[config.mk]
export PLATFORM = sky130hd
export DESIGN_NAME = seq_magnitude_comparator_flat
export DESIGN_NICKNAME = d
export VERILOG_FILES = /design/src/rtl/seq_magnitude_comparator_pkg.sv /design/src/rtl/seq_magnitude_comparator_if.sv /design/src/rtl/seq_magnitude_comparator_digit_slice.sv /design/src/rtl/seq_magnitude_comparator.sv /design/src/flat_wrapper.sv
export SDC_FILE = /design/constraint.sdc
export NUM_CORES = 1
export LEC_CHECK = 0
export ABC_CLOCK_PERIOD_IN_PS = 4600
export CAP_MARGIN = 40
export CORE_MARGIN = 4
export CORE_UTILIZATION = 53
export DETAILED_ROUTE_END_ITERATION = 16
export HOLD_SLACK_MARGIN = 0.1
export PLACE_DENSITY = 0.82
export SLEW_MARGIN = 15
export SYNTH_ARGS = -nofsm -noshare
export SYNTH_HDL_FRONTEND = slang
export SYNTH_SLANG_ARGS = --single-unit
[constraint.sdc]
create_clock -name clk -period 4.6 [get_ports clk]
set_input_delay 0.92 -clock clk [delete_from_list [all_inputs] [get_ports clk]]
set_output_delay 0.92 -clock clk [all_outputs]
set_load 0.005 [all_outputs]
[src/rtl/seq_magnitude_comparator_pkg.sv]
// Shared types for the sequential magnitude comparator: FSM states, result codes
// and the step-count helper.
package cmp_pkg;

  typedef enum logic [1:0] {IDLE, RUN, DONE} state_e;

  typedef enum logic [1:0] {RES_NONE, RES_EQ, RES_GT, RES_LT} result_e;

  function automatic int cmp_steps(input int width, input int digit);
    return width / digit;
  endfunction

endpackage

[src/rtl/seq_magnitude_comparator_if.sv]
// Handshake bundle for seq_magnitude_comparator: operand channel in, flag channel out.
// min_val/max_val exist only when SEQ_CMP_MINMAX_EN is defined.
interface seq_magnitude_comparator_if #(
  parameter int WIDTH = 16
);
  logic             in_valid;
  logic             in_ready;
  logic [WIDTH-1:0] a;
  logic [WIDTH-1:0] b;
  logic             is_signed;
  logic             out_valid;
  logic             out_ready;
  logic             equal;
  logic             greater;
  logic             less;
`ifdef SEQ_CMP_MINMAX_EN
  logic [WIDTH-1:0] min_val;
  logic [WIDTH-1:0] max_val;
`endif

  modport master (
    output in_valid, a, b, is_signed, out_ready,
    input  in_ready, out_valid, equal, greater, less
`ifdef SEQ_CMP_MINMAX_EN
    , input min_val, max_val
`endif
  );

  modport slave (
    input  in_valid, a, b, is_signed, out_ready,
    output in_ready, out_valid, equal, greater, less
`ifdef SEQ_CMP_MINMAX_EN
    , output min_val, max_val
`endif
  );

endinterface

[src/rtl/seq_magnitude_comparator_digit_slice.sv]
// One-digit unsigned compare; the top module feeds it the currently selected digit.
module cmp_digit_slice #(
  parameter int DIGIT = 4
) (
  input  logic [DIGIT-1:0] a_i,
  input  logic [DIGIT-1:0] b_i,
  output logic             eq_o,
  output logic             gt_o,
  output logic             lt_o
);

  assign eq_o = (a_i == b_i);
  assign gt_o = (a_i >  b_i);
  assign lt_o = (a_i <  b_i);

endmodule

[src/rtl/seq_magnitude_comparator.sv]
// Digit-serial MSB-first magnitude comparator with early exit and valid/ready handshakes.
// Optional min/max outputs are built when SEQ_CMP_MINMAX_EN is defined.
module seq_magnitude_comparator
  import cmp_pkg::*;
#(
  parameter int WIDTH = 16,
  parameter int DIGIT = 4
) (
  input  logic                        clk,
  input  logic                        rst,
  seq_magnitude_comparator_if.slave   bus
);

  localparam int STEPS  = cmp_steps(WIDTH, DIGIT);
  localparam int STEP_W = (STEPS > 1) ? $clog2(STEPS) : 1;
  localparam logic [STEP_W-1:0] LAST_STEP = STEP_W'(STEPS - 1);

  if (WIDTH < 2) begin : g_bad_width
    $error("seq_magnitude_comparator: WIDTH must be >= 2");
  end
  if (DIGIT < 1 || DIGIT > WIDTH || (WIDTH % DIGIT) != 0) begin : g_bad_digit
    $error("seq_magnitude_comparator: DIGIT must be in 1..WIDTH and divide WIDTH");
  end

  state_e            state_q, state_d;
  logic [STEP_W-1:0] step_q, step_d;
  logic [WIDTH-1:0]  a_q, a_d;
  logic [WIDTH-1:0]  b_q, b_d;
  logic              sgn_q, sgn_d;
  result_e           res_q, res_d;
`ifdef SEQ_CMP_MINMAX_EN
  logic [WIDTH-1:0]  min_q, min_d;
  logic [WIDTH-1:0]  max_q, max_d;
`endif

  // Flipping both sign bits maps two's-complement order onto unsigned order.
  logic [WIDTH-1:0] a_off, b_off, a_sh, b_sh;
  logic [DIGIT-1:0] a_dig, b_dig;
  logic             dig_eq, dig_gt, dig_lt;

  assign a_off = {a_q[WIDTH-1] ^ sgn_q, a_q[WIDTH-2:0]};
  assign b_off = {b_q[WIDTH-1] ^ sgn_q, b_q[WIDTH-2:0]};
  assign a_sh  = a_off << (int'(step_q) * DIGIT);
  assign b_sh  = b_off << (int'(step_q) * DIGIT);
  assign a_dig = a_sh[WIDTH-1 -: DIGIT];
  assign b_dig = b_sh[WIDTH-1 -: DIGIT];

  cmp_digit_slice #(.DIGIT(DIGIT)) u_slice (
    .a_i  (a_dig),
    .b_i  (b_dig),
    .eq_o (dig_eq),
    .gt_o (dig_gt),
    .lt_o (dig_lt)
  );

  always_ff @(posedge clk or posedge rst) begin
    if (rst) begin
      state_q <= IDLE;
      step_q  <= '0;
      a_q     <= '0;
      b_q     <= '0;
      sgn_q   <= 1'b0;
      res_q   <= RES_NONE;
`ifdef SEQ_CMP_MINMAX_EN
      min_q   <= '0;
      max_q   <= '0;
`endif
    end else begin
      state_q <= state_d;
      step_q  <= step_d;
      a_q     <= a_d;
      b_q     <= b_d;
      sgn_q   <= sgn_d;
      res_q   <= res_d;
`ifdef SEQ_CMP_MINMAX_EN
      min_q   <= min_d;
      max_q   <= max_d;
`endif
    end
  end

  always_comb begin
    state_d = state_q;
    step_d  = step_q;
    a_d     = a_q;
    b_d     = b_q;
    sgn_d   = sgn_q;
    res_d   = res_q;
`ifdef SEQ_CMP_MINMAX_EN
    min_d   = min_q;
    max_d   = max_q;
`endif
    unique case (state_q)
      IDLE: begin
        if (bus.in_valid) begin
          state_d = RUN;
          step_d  = '0;
          a_d     = bus.a;
          b_d     = bus.b;
          sgn_d   = bus.is_signed;
        end
      end
      RUN: begin
        if (!dig_eq || step_q == LAST_STEP) begin
          state_d = DONE;
          res_d   = dig_gt ? RES_GT : (dig_lt ? RES_LT : RES_EQ);
`ifdef SEQ_CMP_MINMAX_EN
          min_d   = dig_gt ? b_q : a_q;
          max_d   = dig_gt ? a_q : b_q;
`endif
        end else begin
          step_d = step_q + STEP_W'(1);
        end
      end
      DONE: begin
        // Results are cleared on drain so flags read zero outside DONE.
        if (bus.out_ready) begin
          state_d = IDLE;
          res_d   = RES_NONE;
`ifdef SEQ_CMP_MINMAX_EN
          min_d   = '0;
          max_d   = '0;
`endif
        end
      end
      default: state_d = IDLE;
    endcase
  end

  always_comb begin
    bus.in_ready  = (state_q == IDLE);
    bus.out_valid = (state_q == DONE);
    bus.equal     = (res_q == RES_EQ);
    bus.greater   = (res_q == RES_GT);
    bus.less      = (res_q == RES_LT);
`ifdef SEQ_CMP_MINMAX_EN
    bus.min_val   = min_q;
    bus.max_val   = max_q;
`endif
  end

endmodule

[src/flat_wrapper.sv]
// flat-port wrapper written by rule: the top's interface ports become plain ports
module seq_magnitude_comparator_flat import cmp_pkg::*;
#(
  parameter int WIDTH = 16,
  parameter int DIGIT = 4
)
  (clk, rst, bus_in_valid, bus_a, bus_b, bus_is_signed, bus_out_ready, bus_in_ready, bus_out_valid, bus_equal, bus_greater, bus_less);
  seq_magnitude_comparator_if #(.WIDTH(WIDTH)) bus_i ();
  input  logic clk;
  input  logic rst;
  input wire logic [$bits(bus_i.in_valid)-1:0] bus_in_valid;
  input wire logic [$bits(bus_i.a)-1:0] bus_a;
  input wire logic [$bits(bus_i.b)-1:0] bus_b;
  input wire logic [$bits(bus_i.is_signed)-1:0] bus_is_signed;
  input wire logic [$bits(bus_i.out_ready)-1:0] bus_out_ready;
  output wire logic [$bits(bus_i.in_ready)-1:0] bus_in_ready;
  output wire logic [$bits(bus_i.out_valid)-1:0] bus_out_valid;
  output wire logic [$bits(bus_i.equal)-1:0] bus_equal;
  output wire logic [$bits(bus_i.greater)-1:0] bus_greater;
  output wire logic [$bits(bus_i.less)-1:0] bus_less;
  assign bus_i.in_valid = bus_in_valid;
  assign bus_i.a = bus_a;
  assign bus_i.b = bus_b;
  assign bus_i.is_signed = bus_is_signed;
  assign bus_i.out_ready = bus_out_ready;
  assign bus_in_ready = bus_i.in_ready;
  assign bus_out_valid = bus_i.out_valid;
  assign bus_equal = bus_i.equal;
  assign bus_greater = bus_i.greater;
  assign bus_less = bus_i.less;
  seq_magnitude_comparator #(.WIDTH(WIDTH), .DIGIT(DIGIT)) u_core (.clk(clk), .rst(rst), .bus(bus_i));
endmodule
Yosys cells after proc, flatten, opt, wreduce, memory -nomap -nowiden. Index checks and enable logic that the tools add are counted.

Add/sub/neg operators: 1. Magnitude comparators: 2. Equality and inequality tests: 11. Shift-type cells: 2. Mux-type cells: 11. Bitwise operators: 2. Reduce and logical (&&, ||, !) cells: 9.

Operators by type and width (count): $shl 16x4->16 (2); $mux 2 (8); $reduce_and 3->1 (3); $eq 2x2->1 const B (4); $pmux 2 s2 (2); $ne 2x2->1 const B (3); $pmux 2 s3 (1); $eq 2x1->1 const B (2); $eq 4x4->1 (1); $gt 4x4->1 (1); $lt 4x4->1 (1); $reduce_bool 2->1 (2); $add 2x1->2 const B (1); $logic_not 2->1 (1); $ne 2x1->1 const B (1); $reduce_and 2->1 (1); $xor 1x1->1 (2); $logic_not 1->1 (1); $logic_or 1x1->1 (1).

Flip-flop bits (word level): 39. Input port bits: 37. Output and inout port bits: 5.

Longest topological paths before layout. Gate-level depths: netlist of run 1.

Depth after elaboration: 7. Mapped depth: 8.

Hierarchy. From an unflattened synthesis of run 1, not the netlist that was laid out.

Cells, all modules: 135. Area total of the unflattened synthesis: 2052.0 um^2.

Modules (own cells, without submodules): seq_magnitude_comparator (instances 1, cells an instance 119, area each 1923.1 um^2); cmp_digit_slice (instances 1, cells an instance 16, area each 128.9 um^2).

Worst setup path after synthesis of run 1. No wires, ideal clock.

Path kind: flip-flop to flip-flop. Start: register u_core.step_q[0]. End: register u_core.step_q[0]. Library setup time: 117 ps. Arrival time: 2023 ps. Required time: 4483 ps. Setup slack: 2460 ps. Stages on the path, launching flop included: 9. Buffers on the path: 1. Clock period less this slack: 2140 ps. Cell sequence: dfrtp_1 buf_4 inv_2 mux4_2 ha_1 nand4_1 nor3b_2 or2_4 o21ai_2.

Longest elaborated chain between the ends: 6.

Ends and longest elaborated chain: from (decl) (line seq_magnitude_comparator.sv:26) `logic [STEP_W-1:0] step_q, step_d;`; from (signal assigned) (line seq_magnitude_comparator.sv:70) `step_q <= step_d;`; $shl 16x4->16 (on tied branches) (line seq_magnitude_comparator.sv:43, seq_magnitude_comparator.sv:44); $eq 4x4->1 (line seq_magnitude_comparator_digit_slice.sv:12) `assign eq_o = (a_i == b_i);`; $logic_not 1->1 (line seq_magnitude_comparator.sv:104) `if (!dig_eq || step_q == LAST_STEP) begin`; $logic_or 1x1->1 (line seq_magnitude_comparator.sv:104); $ne 2x2->1 (no line); $reduce_and 3->1 (no line).

Several ways; a longest one is shown, not always the timed one. The select of a mux whose other input is x is not followed. A chain may end at the register's enable or synchronous reset.

Final worst setup path of run 1.
Start: register u_core.step_q[1]. End: register u_core.step_q[0].

Longest elaborated chain between the ends: 6.

Ends and longest elaborated chain (line): $shl 16x4->16 (on tied branches) (seq_magnitude_comparator.sv:43, seq_magnitude_comparator.sv:44); $eq 4x4->1 (seq_magnitude_comparator_digit_slice.sv:12); $logic_not 1->1 (seq_magnitude_comparator.sv:104); $logic_or 1x1->1 * (seq_magnitude_comparator.sv:104); $ne 2x2->1 (no line) *; $reduce_and 3->1 (no line) *.

Mark *: on every way between the ends. The rest lies on a longest branch, timed or not.

==> impl_metrics.yaml, run 1 <==
status:
  outcome: "finished clean"
worst_setup_path:
  r2r_start: "u_core.step_q[1]"
  start_kind: "register"
  ff2ff_setup_slack_ns: 2.14
  cp-startpoint: "u_core.step_q[1]"
  endpoint_kind: "register"
  critPathKind: "reg -> reg"
  crit_arrival_ns: 2.70
  cp_max_fo: 10
  cp.required_ns: 4.84
  worstRegToRegCells: 6
  reg2reg_to: "u_core.step_q[0]"
  setup.worst_path.end: "u_core.step_q[0]"
clocking:
  hold_buffers: 0
  numCtsBuffers: 5
  cts.repair.resized: 0
  clk_latency_ns: 0.34
  clk_pin_slew_worst_paths_ns: 0.10
  tritoncts: "done"
  cts-root-buf: "clkbuf_4"
  cts_setup_buffers: 0
  cts.sinks: 39
  cts_buffer_depth: 2
  htreeDepth: 2
die:
  io_pins: 42
  die_width_um: 67.11
  std_cell_rows: 21
  dieArea_sq_um: 4504
  coreArea_sq_um: 3363
  die_y_um: 67.11
  start_util_pct: 55.06
route:
  drcViolationCount: 0
  antenna_left: 0
  route.met3.wl_um: 232
  met1Wirelength_um: 1516
  routed_wl_um: 3451
  first_pass_iters: 4
  highest-signal-layer: "met4"
  route.met2.wl_um: 1656
  viasPerCell: 4.884
  vias: 1392
  drt_iter0_drc: 105
  wl_per_cell_um: 12.11
yosys:
  syn-cell-area_sq_um: 1852
  yosysTopAreaCell: "dfrtp_1"
  synthesis.nets: 240
  syn_area_per_cell_sq_um: 9.352
  yosys_warnings: 0
  synth_area_leaders: "dfrtp_1, nand2_1, mux4_2"
  synth.distinct_cells: 23
  synth_mux_area_share_pct: 9.730
  synth-simple-area-share_pct: 26.01
  synth_top_family_by_area: "simple AND/OR/NAND/NOR gates"
  ys_seq_area_share_pct: 52.70
  synth-adder-area-share_pct: 3.378
  ys_ff_latch: 39
  synth_top_area_share_pct: 52.70
  synth_compound_area_share_pct: 3.041
  synthCells: 198
  synthXorXnorAreaFrac_pct: 0.9459
timing:
  grt_setup_unrepaired: "no"
  relSlewSlack_pct: 60.60
  finalCritPeriodShare_pct: 53.55
  worstMarginPinSlew_ns: 0.5910
  fin_setup_tns_ns: 0
  clock.fmax_mhz: 405.9
  slew_violations: 0
  skew_ns: 0.004068
  layout_setup_ws_ns: 2.136
  period_needed_ns: 2.464
  hold_viol: 0
  setup_violations: 0
cells_and_area:
  final_core_util_pct: 70.16
  final_common_cell: "nand2_1"
  drive_above_1_share_pct: 8.368
  instances_no_fill: 285
  fin_nets: 282
  layout_common_cells: "nand2_1, clkdlybuf4s50_1, dfrtp_1"
  fillers: 275
  antenna_cells: 0
  area_growth_pct: 27.43
power_and_ir_drop:
  irDropWorstVdd_uv: 268.7
  p_seq_share_pct: 43.4
  swShare_pct: 36.26
  clockPowerShare_pct: 11.3
  p_int_w: 0.0008756
  comb_power_share_pct: 45.3
  p_switching_w: 0.0004981
  powerDensity_nw_per_um2: 582.1
  p_leak_nw: 1.157
  power_w: 0.001374
placement:
  gp_congestion: 0.7332
  dpl_worst_slack_ns: 2.137
  port-buffer-count: 41
  hpwlAfterDp_um: 2520
  dp.cells: 279
job:
  drv_cap: 0
grt:
  grt_start_max_net_pins: 40
  grt_pass1_wl_um: 6003
  track_usage_pct: 18.04
  grt_pass1_vias: 1389
  antenna_found_initial: 0
  overflow: 0
hold_path:
  min_path_type: "reg -> reg"
registers in the layout, indices dropped and copies added (netlist names):
signal,cells
u_core.sgn_q,1
u_core.step_q,2
u_core.a_q,16
u_core.res_q,2
u_core.state_q,2
u_core.b_q,16
power by group through the flow:
stage | Sequential [W] | Clock [W] | Combinational (W)
floorplan | 0.000568 | 0 | 0.000464
global placement | 0.000599 | 0 | 0.000583
detailed placement | 0.000604 | 0 | 0.000630
CTS | 0.000597 | 0.000161 | 0.000633
global route | 0.000619 | 0.000172 | 0.000712
finish | 0.000596 | 0.000155 | 0.000623
worst min path at each step:
stage / start / to / slack (ns) / depth (start not counted)
after floorplan: u_core.a_q[3] / u_core.a_q[3] / 0.44 / 2
after global placement: u_core.b_q[6] / u_core.b_q[6] / 0.45 / 2
after detailed placement: u_core.b_q[8] / u_core.b_q[8] / 0.46 / 2
after CTS: u_core.b_q[8] / u_core.b_q[8] / 0.48 / 2
after global routing: u_core.b_q[6] / u_core.b_q[6] / 0.50 / 2
final: u_core.b_q[9] / u_core.b_q[9] / 0.48 / 2
metrics by stage:
step | cell area [sq um] | hold WS [ns]
final | 2360 | 0.4782
after global routing | 2360 | 0.4983
after CTS | 2360 | 0.4832
after detailed placement | 2318 | 0.4590
after global placement | 2276 | 0.4531
after floorplan | 1852 | 0.4403
layout make-up:
| cell class | count | area, sq um | share of cell area [%] |
|---|---|---|---|
| clock buffer | 6 | 41.29 | 1.750 |
| inverter | 7 | 26.28 | 1.113 |
| multi-input combinational | 143 | 798.3 | 33.83 |
| sequential | 39 | 975.9 | 41.36 |
| tap | 46 | 57.56 | 2.439 |
| timing repair buffer | 44 | 460.4 | 19.51 |
cell families after synthesis:
| family | count (synthesis) |
|---|---|
| AND/OR/NAND/NOR | 119 |
| flip-flops | 39 |
| buffers and inverters | 16 |
| AO/OA/AOI/OAI | 9 |
| multiplexers | 8 |
| adder cells (fa/ha/maj) | 5 |
| XOR/XNOR | 2 |
routing by layer:
metal	up-vias	GRT usage, %
li1	706	-
met1	644	22.91
met2	36	29.82
met3	6	5.396
met4	0	5.316
met5	-	0
critical path, cell delays in order, from the launching register on:
cell	delay (ns)
dfrtp_1	0.68
mux4_2	0.60
ha_1	0.31
nand4_1	0.22
nor3b_2	0.33
or2_4	0.18
o21ai_2	0.04
synth_stat cells:
cell type	n
nor2_1	1
inv_1	6
clkbuf_1	3
nand4_1	1
nor3b_2	1
o21ai_0	1
a32oi_1	2
xor2_1	2
o21ai_2	1
nand2b_1	1
a21oi_1	2
nor2b_1	3
buf_2	2
ha_1	5
and2b_1	1
o21ai_1	3
and2_1	2
dfrtp_1	39
buf_4	4
nand2_1	108
inv_2	1
mux4_2	8
or2_4	1
(Power assumes the default switching activity.)
==> run 2, diff against run 1 <==
ABC_CLOCK_PERIOD_IN_PS = 2330   (was 4600)
CORE_UTILIZATION = 49   (was 53)
PLACE_DENSITY = 0.76   (was 0.82)
clock period = 2.33 ns   (was 4.6 ns; I/O delays follow)
==> run 2 against run 1 <==
Worst hold slack hardly changed. Largest cell class unchanged. Routed wire length is 2.1% lower. Highest routed layer unchanged. Maximum frequency is 16% higher. Setup slack worse by 1.9 ns.
==> impl_metrics.yaml, run 2 (synthesis results as in run 1) <==
worst_setup_path:
  cp_max_fo: 7
  start_kind: "register"
  crit_arrival_ns: 2.32
  critical_path.top_delay_family: "simple AND/OR/NAND/NOR gates"
  cp.required_ns: 2.52
  crit_slowest_cell: "dfrtp_1"
  endpoint_kind: "register"
  critPathKind: "reg -> reg"
  r2r_start: "u_core.step_q[1]"
  reg2reg_to: "u_core.step_q[0]"
  crit_chain: "mux4_2 -> ha_1 -> nand4_1 -> nor3b_2 -> or2_4 -> o21ai_2"
  worstRegToRegCells: 6
  cp_num_buf_inv: 0
  ff2ff_setup_slack_ns: 0.20
  max_stage_delay_ns: 0.56
timing:
  hold_viol: 0
  grt_setup_unrepaired: "no"
  clock.fmax_mhz: 469.5
  setup_violations: 0
  worstMarginPinSlew_ns: 0.4681
  layout_setup_ws_ns: 0.2001
  period_needed_ns: 2.130
  slew_violations: 0
  finalCritPeriodShare_pct: 91.41
  hold_ws_ns: 0.4779
  relSlewSlack_pct: 68.79
  fin_setup_tns_ns: 0
  skew_ns: 0.001902
route:
  antenna_left: 0
  viasPerCell: 4.700
  vias: 1377
  first_pass_iters: 4
  wl_per_cell_um: 11.53
  routed_wl_um: 3378
  drcViolationCount: 0
  drt_iter0_drc: 57
clocking:
  cts-root-buf: "clkbuf_8"
  numCtsBuffers: 5
  clk_pin_slew_worst_paths_ns: 0.07
  cts.sinks: 39
  cts_buffer_depth: 2
  hold_buffers: 0
  htreeDepth: 2
  tritoncts: "done"
  clk_latency_ns: 0.29
  cts_setup_buffers: 0
  cts.repair.resized: 0
hold_path:
  min_path_type: "reg -> reg"
  hold_path_depth: 2
  worstHoldEndpoint: "u_core.a_q[7]"
  hold_start: "u_core.a_q[7]"
grt:
  antenna_found_initial: 0
  grt_pass1_vias: 1403
  overflow: 0
  grt_start_max_net_pins: 40
  track_usage_pct: 15.16
  grt_pass1_wl_um: 5858
die:
  dieArea_sq_um: 4827
  die_y_um: 69.48
  std_cell_rows: 22
  die_width_um: 69.48
  coreArea_sq_um: 3661
  io_pins: 42
  start_util_pct: 50.58
cells_and_area:
  layout_common_cells: "nand2_1, clkdlybuf4s50_1, dfrtp_1"
  fin_nets: 286
  final_common_cell: "nand2_1"
  fillers: 311
  drive_above_1_share_pct: 11.02
  area_growth_pct: 31.08
  top_regs: "u_core.a_q (16), u_core.b_q (16)"
  final_core_util_pct: 66.30
  antenna_cells: 0
power_and_ir_drop:
  p_leak_nw: 1.192
  powerDensity_nw_per_um2: 1195
  irDropWorstVdd_uv: 532.5
status:
  outcome: "finished clean"
placement:
  port-buffer-count: 41
  dpl_worst_slack_ns: 0.2001
  gp_congestion: 0.7951
  hpwlAfterDp_um: 2579
job:
  drv_cap: 0
run 2: cell types whose count changed in the layout (fill, tap and decap cells not counted):
cell,change
buf_16,-1
clkbuf_8,+7
clkbuf_1,-1
clkbuf_4,-5
buf_4,+6
clkinvlp_4,+1
buf_8,-1
run 2: cell type report:
type	instances	area [sq um]	share of cell area (%)
flip-flops and latches	39	975.9	40.21
multi-input cells	143	798.3	32.89
repair buffers	48	462.9	19.07
clock buffers	7	96.34	3.969
well taps	48	60.06	2.474
inverters	7	26.28	1.082
clock inverters	1	7.507	0.3093
run 2: worst max-delay path by stage:
stage	end	cells after the start	startpoint
after detailed placement	u_core.step_q[0]	6	u_core.step_q[1]
after CTS	u_core.step_q[0]	6	u_core.step_q[1]
after global routing	u_core.step_q[0]	6	u_core.step_q[1]
after global placement	u_core.step_q[0]	6	u_core.step_q[1]
after floorplan	u_core.step_q[0]	8	u_core.step_q[0]
final	u_core.step_q[0]	6	u_core.step_q[1]
run 2: per-layer routing:
layer | vias to the layer above | share of wire, % | GRT usage (%)
met5 | - | 0 | 0
met4 | 0 | 1.0 | 4.555
met3 | 5 | 5.2 | 5.362
met2 | 26 | 48 | 26.06
met1 | 626 | 46 | 17.76
li1 | 720 | - | -
run 2: report_power, final:
part / internal (W) / total (W) / switching, W
Clock: 0.000269 / 0.000496 / 0.000227
Combinational: 0.000633 / 0.00122 / 0.000588
Sequential: 0.000992 / 0.00118 / 0.000190
Total: 0.00189 / 0.00290 / 0.00101
run 2: tightest hold or removal path, stage by stage (launching register included):
cell	delay (ns)
dfrtp_1	0.34
nand2_1	0.05
nand2_1	0.06
run 2: per-stage QoR:
stage	power [W]	cell area [sq um]	instances
6_report	0.002900	2427	293
5_1_grt	0.003161	2427	293
4_1_cts	0.002939	2427	293
3_5_place_dp	0.002436	2323	285
3_3_place_gp	0.002409	2323	285
2_1_floorplan	0.002038	1852	198
==> run 3, diff against run 2 <==
CAP_MARGIN = 15   (was 40)
==> results of run 3 <==
Same layout as run 2: the final DEF is identical, and so are final timing and power.
